===== src/rtl/pc_pkg.sv =====
// rtl/pc_pkg.sv - shared types and helpers for the fetch PC generator
package pc_pkg;

    typedef enum logic [2:0] {
        NPC_SEQ,
        NPC_HOLD,
        NPC_RAS,
        NPC_REDIR,
        NPC_TRAP
    } npc_sel_e;

    // Mask that clears the low log2(inc) address bits; callers truncate to XLEN.
    function automatic logic [63:0] align_mask(input int unsigned inc);
        return ~(64'(inc) - 64'd1);
    endfunction

endpackage


===== src/rtl/ras_stack.sv =====
// rtl/ras_stack.sv - circular return-address stack, oldest entry overwritten when full
module ras_stack #(
    parameter int unsigned XLEN      = 32,
    parameter int unsigned RAS_DEPTH = 4
) (
    input  logic            clk,
    input  logic            rst,
    input  logic            push,
    input  logic            pop,
    input  logic            flush,
    input  logic [XLEN-1:0] data,
    output logic [XLEN-1:0] top,
    output logic            empty,
    output logic            full
);

    localparam int unsigned PW = $clog2(RAS_DEPTH);
    localparam int unsigned CW = $clog2(RAS_DEPTH + 1);

    logic [XLEN-1:0] mem [RAS_DEPTH];
    logic [PW-1:0]   ptr;
    logic [PW-1:0]   top_idx;
    logic [PW-1:0]   wr_idx;
    logic [CW-1:0]   count;
    logic            do_pop;

    assign top_idx = ptr - PW'(1);
    assign top     = mem[top_idx];
    assign empty   = (count == '0);
    assign full    = (count == CW'(RAS_DEPTH));
    assign do_pop  = pop && !empty;

    // Push together with a successful pop replaces the top in place.
    assign wr_idx  = do_pop ? top_idx : ptr;

    always_ff @(posedge clk) begin
        if (rst || flush) begin
            ptr   <= '0;
            count <= '0;
        end else if (push && do_pop) begin
            ptr   <= ptr;
            count <= count;
        end else if (push) begin
            ptr <= ptr + PW'(1);
            if (!full) begin
                count <= count + CW'(1);
            end
        end else if (do_pop) begin
            ptr   <= top_idx;
            count <= count - CW'(1);
        end
    end

    always_ff @(posedge clk) begin
        if (!rst && !flush && push) begin
            mem[wr_idx] <= data;
        end
    end

endmodule


===== src/rtl/pc_gen.sv =====
// rtl/pc_gen.sv - fetch PC generator: trap/redirect/stall/RAS/sequential next-PC select
module pc_gen
    import pc_pkg::*;
#(
    parameter int unsigned XLEN      = 32,
    parameter logic [XLEN-1:0] RESET_VEC = '0,
    parameter int unsigned INC       = 4,
    parameter int unsigned RAS_DEPTH = 4
) (
    input  logic            i_clk,
    input  logic            i_rst,
    input  logic            i_stall,
    input  logic            i_trap,
    input  logic [XLEN-1:0] i_trap_vec,
    input  logic            i_redirect,
    input  logic [XLEN-1:0] i_redirect_target,
    input  logic            i_ras_push,
    input  logic            i_ras_pop,
    output logic [XLEN-1:0] o_pc,
    output logic [XLEN-1:0] o_pc_plus4,
    output logic            o_valid,
    output logic            o_misaligned,
    output logic            o_ras_empty,
    output logic            o_ras_full
);

    localparam logic [XLEN-1:0] MASK = XLEN'(align_mask(INC));

    npc_sel_e        sel;
    logic [XLEN-1:0] pc_next;
    logic [XLEN-1:0] ras_top;
    logic            ras_push;
    logic            ras_pop;
    logic            ras_flush;

    assign o_pc_plus4 = o_pc + XLEN'(INC);

    always_comb begin
        sel = NPC_SEQ;
        if (i_trap) begin
            sel = NPC_TRAP;
        end else if (i_redirect) begin
            sel = NPC_REDIR;
        end else if (i_stall) begin
            sel = NPC_HOLD;
        end else if (i_ras_pop && !o_ras_empty) begin
            sel = NPC_RAS;
        end
    end

    // Stack only moves on cycles that actually advance sequentially or via RAS.
    assign ras_push  = i_ras_push && ((sel == NPC_SEQ) || (sel == NPC_RAS));
    assign ras_pop   = (sel == NPC_RAS);
    assign ras_flush = (sel == NPC_TRAP);

    always_comb begin
        pc_next = o_pc_plus4;
        case (sel)
            NPC_TRAP:  pc_next = i_trap_vec & MASK;
            NPC_REDIR: pc_next = i_redirect_target & MASK;
            NPC_HOLD:  pc_next = o_pc;
            NPC_RAS:   pc_next = ras_top;
            default:   pc_next = o_pc_plus4;
        endcase
    end

    always_ff @(posedge i_clk) begin
        if (i_rst) begin
            o_pc         <= RESET_VEC;
            o_valid      <= 1'b0;
            o_misaligned <= 1'b0;
        end else begin
            o_pc         <= pc_next;
            o_valid      <= 1'b1;
            o_misaligned <= (sel == NPC_REDIR) && (|(i_redirect_target & ~MASK));
        end
    end

    ras_stack #(
        .XLEN      (XLEN),
        .RAS_DEPTH (RAS_DEPTH)
    ) u_ras (
        .clk   (i_clk),
        .rst   (i_rst),
        .push  (ras_push),
        .pop   (ras_pop),
        .flush (ras_flush),
        .data  (o_pc_plus4),
        .top   (ras_top),
        .empty (o_ras_empty),
        .full  (o_ras_full)
    );

endmodule


===== config.mk =====
export PLATFORM = sky130hd
export DESIGN_NAME = pc_gen
export DESIGN_NICKNAME = d
export VERILOG_FILES = /design/src/rtl/pc_pkg.sv /design/src/rtl/ras_stack.sv /design/src/rtl/pc_gen.sv
export SDC_FILE = /design/constraint.sdc
export NUM_CORES = 1
export LEC_CHECK = 0
export BUFFER_PORTS_ARGS = -buffer_cell sky130_fd_sc_hd__buf_2
export CAP_MARGIN = 20
export CORE_ASPECT_RATIO = 1.4
export CORE_UTILIZATION = 30
export DETAILED_ROUTE_END_ITERATION = 6
export PLACE_DENSITY = 0.61
export REMOVE_ABC_BUFFERS = 1
export SKIP_LAST_GASP = 1
export SYNTH_ARGS = -nofsm -noshare
export SYNTH_HDL_FRONTEND = slang
export SYNTH_SLANG_ARGS = --single-unit

===== constraint.sdc =====
create_clock -name i_clk -period 5.05 [get_ports i_clk]
set_clock_uncertainty 0.2 [all_clocks]
set_input_delay 0.505 -clock i_clk [delete_from_list [all_inputs] [get_ports i_clk]]
set_output_delay 0.505 -clock i_clk [all_outputs]
set_load 0.005 [all_outputs]

==> results.yml <==
status:
  outcome: "complete, but fails checks"
  violations: "DRC"
pwr:
  p_leak_nw: 3.35
  p_sw_w: 0.000736
  pwr-share-comb: 0.078
  pwr-share-seq: 0.493
  p_total_w: 0.00314
  cellInternalPower_w: 0.00241
  ir_drop_mv: 0.223
  powerDensity_nw_per_um2: 333
  swShare: 0.234
  clkPwrFrac: 0.429
sta:
  slew_headroom: 0.283
  max_freq_mhz: 277
  final_hold_viol_count: 0
  hold_ws_ps: 136
  final-max-slew-violation-count: 0
  setup_ws_ps: 1440
  min_period_ps: 3610
  setup_viol: 0
  period_share: 0.716
  tightest_slew_ps: 1070
  rsz0062_at_grt: "no"
worst_setup_path:
  worstSetupPathType: "register to primary output"
  critPathCapture: "o_pc_plus4[17]"
  worstReg2RegStart: "u_ras.ptr[0]"
  cp-start-kind: "register"
  r2r_slack_ps: 2210
  path_max_fanout: 9
  r2r_end: "o_pc[24]"
  critPathCaptureType: "primary output"
  crit_start: "o_pc[9]"
  required_ps: 4350
  rr_worst_depth: 5
  arrival_ps: 2910
clock_network:
  cts_buffers: 17
  root_buffer: "clkbuf_16"
  clockBufferDepth: 2
  clk_pin_slew_ps: 60
  htree_num_levels: 4
  cts_tree: "yes"
  post_cts_buffers: 0
  ctsResizeCount: 0
  clock_sinks: 167
  holdBufCountCts: 0
  worstSkewPairLatency_ps: 430
synth:
  synth_area_per_cell_sq_um: 13.0
  ys_seq_area_frac: 0.589
  syn_area_sq_um: 7850
  synth_cells: 606
  synth_seq_cells: 167
  synth_edf_count: 128
  yosysWarnings: 0
  ys.flop_type: "edfxtp_1"
  synthArstFlopShare: 0
  synth_cell_types: 66
routing:
  routed_via_density: 5.44
  drc_errors: 9
  routedWlPerCell_um: 21.5
  drtIter0Drc: 563
  wl_mm: 22.8
  ant_nets: 0
  dr.pass1.iters: 7
  vias: 5779
placement:
  placed_cell_area_sq_um: 8820
  place_inst: 1031
  detailedPlace.worstSlack_ps: 1870
  port-buffer-count: 136
  dp_hpwl_mm: 15.8
  gp_congestion: 0.773
floorplanning:
  core_area_sq_um: 25600
  dieArea_sq_um: 26800
  io_pins: 139
  start_util: 0.307
  row_count: 69
  die-height_um: 193
  die_x_um: 139
finish:
  fin_cells: 1063
  fillers: 2521
  drive_above_1_share: 0.321
  layout.nets: 804
  syn_to_final_growth_pct: 20.2
  antenna_cells: 0
  fin_area_sq_um: 9440
global_routing:
  grt_max_degree: 34
  gr-total-overflow: 0
  first_global_vias: 5680
  grt_pass1_wl_mm: 34.3
  grt_usage: 0.173
  antenna_found_initial: 0
flow_run:
  max-cap-violations: 0
hold_path:
  holdCritPathClass: "primary input to register"
cells in the final DEF (no fill, tap or decap), drive strengths merged, types with 20 or more instances in the layout:
| cell | netlist | layout |
|---|---|---|
| buf | 22 | 150 |
| nor2 | 36 | 36 |
| o21ai | 20 | 20 |
| nand2 | 45 | 45 |
| mux4 | 32 | 32 |
| dfxtp | 39 | 39 |
| nand3 | 29 | 29 |
| a21oi | 37 | 37 |
| edfxtp | 128 | 128 |
area by class of cell:
| type | count | area [sq um] | share of cell area |
|---|---|---|---|
| Sequential cell | 167 | 4630 | 0.490 |
| Multi-Input combinational cell | 382 | 2970 | 0.314 |
| Timing Repair Buffer | 150 | 786 | 0.0833 |
| Clock buffer | 19 | 443 | 0.0469 |
| Tap cell | 319 | 399 | 0.0423 |
| Clock inverter | 13 | 168 | 0.0178 |
| Inverter | 13 | 48.8 | 0.00517 |
power groups by stage:
stage	registers [W]	logic [W]	clock network (W)
3_3_place_gp	0.00158	0.000245	0
4_1_cts	0.00155	0.000249	0.00138
3_5_place_dp	0.00158	0.000248	0
2_1_floorplan	0.00157	0.000112	0
6_report	0.00155	0.000246	0.00135
5_1_grt	0.00155	0.000269	0.00142
worst max-delay path: stages (launching register included):
cell,delay [ps]
dfxtp_1,650
nand4_1,200
nor4_2,730
nand3_1,240
xnor2_1,460
buf_2,210
metal layers:
layer	vias up	track usage	share of wire
met3	31	0.0369	0.060
met1	2895	0.208	0.40
li1	2630	-	-
met2	223	0.304	0.52
met4	0	0.0613	0.017
met5	-	0	0
cells by family (layout without fill, tap and decap cells):
| group | after synthesis | after routing | share of synthesized area |
|---|---|---|---|
| buffers and inverters | 57 | 195 | 0.0357 |
| adders and majority gates | 2 | 2 | 0.00414 |
| DFF | 167 | 167 | 0.589 |
| muxes | 34 | 34 | 0.0945 |
| and+or+nand+nor | 189 | 189 | 0.131 |
| AOI/OAI and AO/OA | 132 | 132 | 0.118 |
| xor gates and xnor gates | 25 | 25 | 0.0279 |
cell usage after synthesis (all sizes together) (3+ instances only):
| cell type | count | area share |
|---|---|---|
| o211ai | 5 | 0.0048 |
| edfxtp | 128 | 0.49 |
| a211oi | 4 | 0.0038 |
| a21oi | 37 | 0.024 |
| nand4 | 10 | 0.014 |
| nand2 | 45 | 0.022 |
| nand3b | 3 | 0.0029 |
| xnor2 | 16 | 0.018 |
| nand2b | 3 | 0.0024 |
| or3 | 10 | 0.0081 |
| or2 | 8 | 0.0064 |
| o22ai | 7 | 0.0056 |
| mux4 | 32 | 0.092 |
| and4 | 4 | 0.0046 |
| buf | 22 | 0.018 |
| inv | 13 | 0.0062 |
| and2 | 3 | 0.0024 |
| o21ai | 20 | 0.013 |
| nand3 | 29 | 0.019 |
| o221ai | 6 | 0.0067 |
| clkbuf | 22 | 0.012 |
| a21o | 3 | 0.0029 |
| nor3 | 11 | 0.0070 |
| and3 | 7 | 0.0057 |
| xor2 | 9 | 0.010 |
| nor3b | 3 | 0.0029 |
| nor2 | 36 | 0.018 |
| dfxtp | 39 | 0.099 |
| a221oi | 18 | 0.020 |
| o21a | 8 | 0.0076 |
| o31a | 7 | 0.0078 |
| nor4 | 13 | 0.013 |
through the flow:
step / util / TNS [ps]
2_1_floorplan: - / -33510
3_3_place_gp: 0.345 / 0
3_5_place_dp: 0.345 / 0
4_1_cts: 0.369 / 0
5_1_grt: 0.369 / 0
6_report: 0.369 / 0
registers in the layout, summed over array words and instances (netlist names):
signal	cells
o_misaligned	1
o_pc	32
o_valid	1
u_ras.count	3
u_ras.mem	128
u_ras.ptr	2
how the worst min path moves through the flow:
stage	from	end	cells after the start	slack (ps)
5_1_grt	i_redirect_target[0]	o_misaligned	3	140
6_report	i_redirect_target[0]	o_misaligned	3	140
3_3_place_gp	o_pc[0]	u_ras.mem[0][0]	0	350
4_1_cts	i_trap_vec[2]	o_pc[2]	3	120
2_1_floorplan	o_pc[18]	o_pc[18]	1	320
3_5_place_dp	o_pc[0]	u_ras.mem[0][0]	0	360
Note: power is estimated with default switching activity, not from simulation.
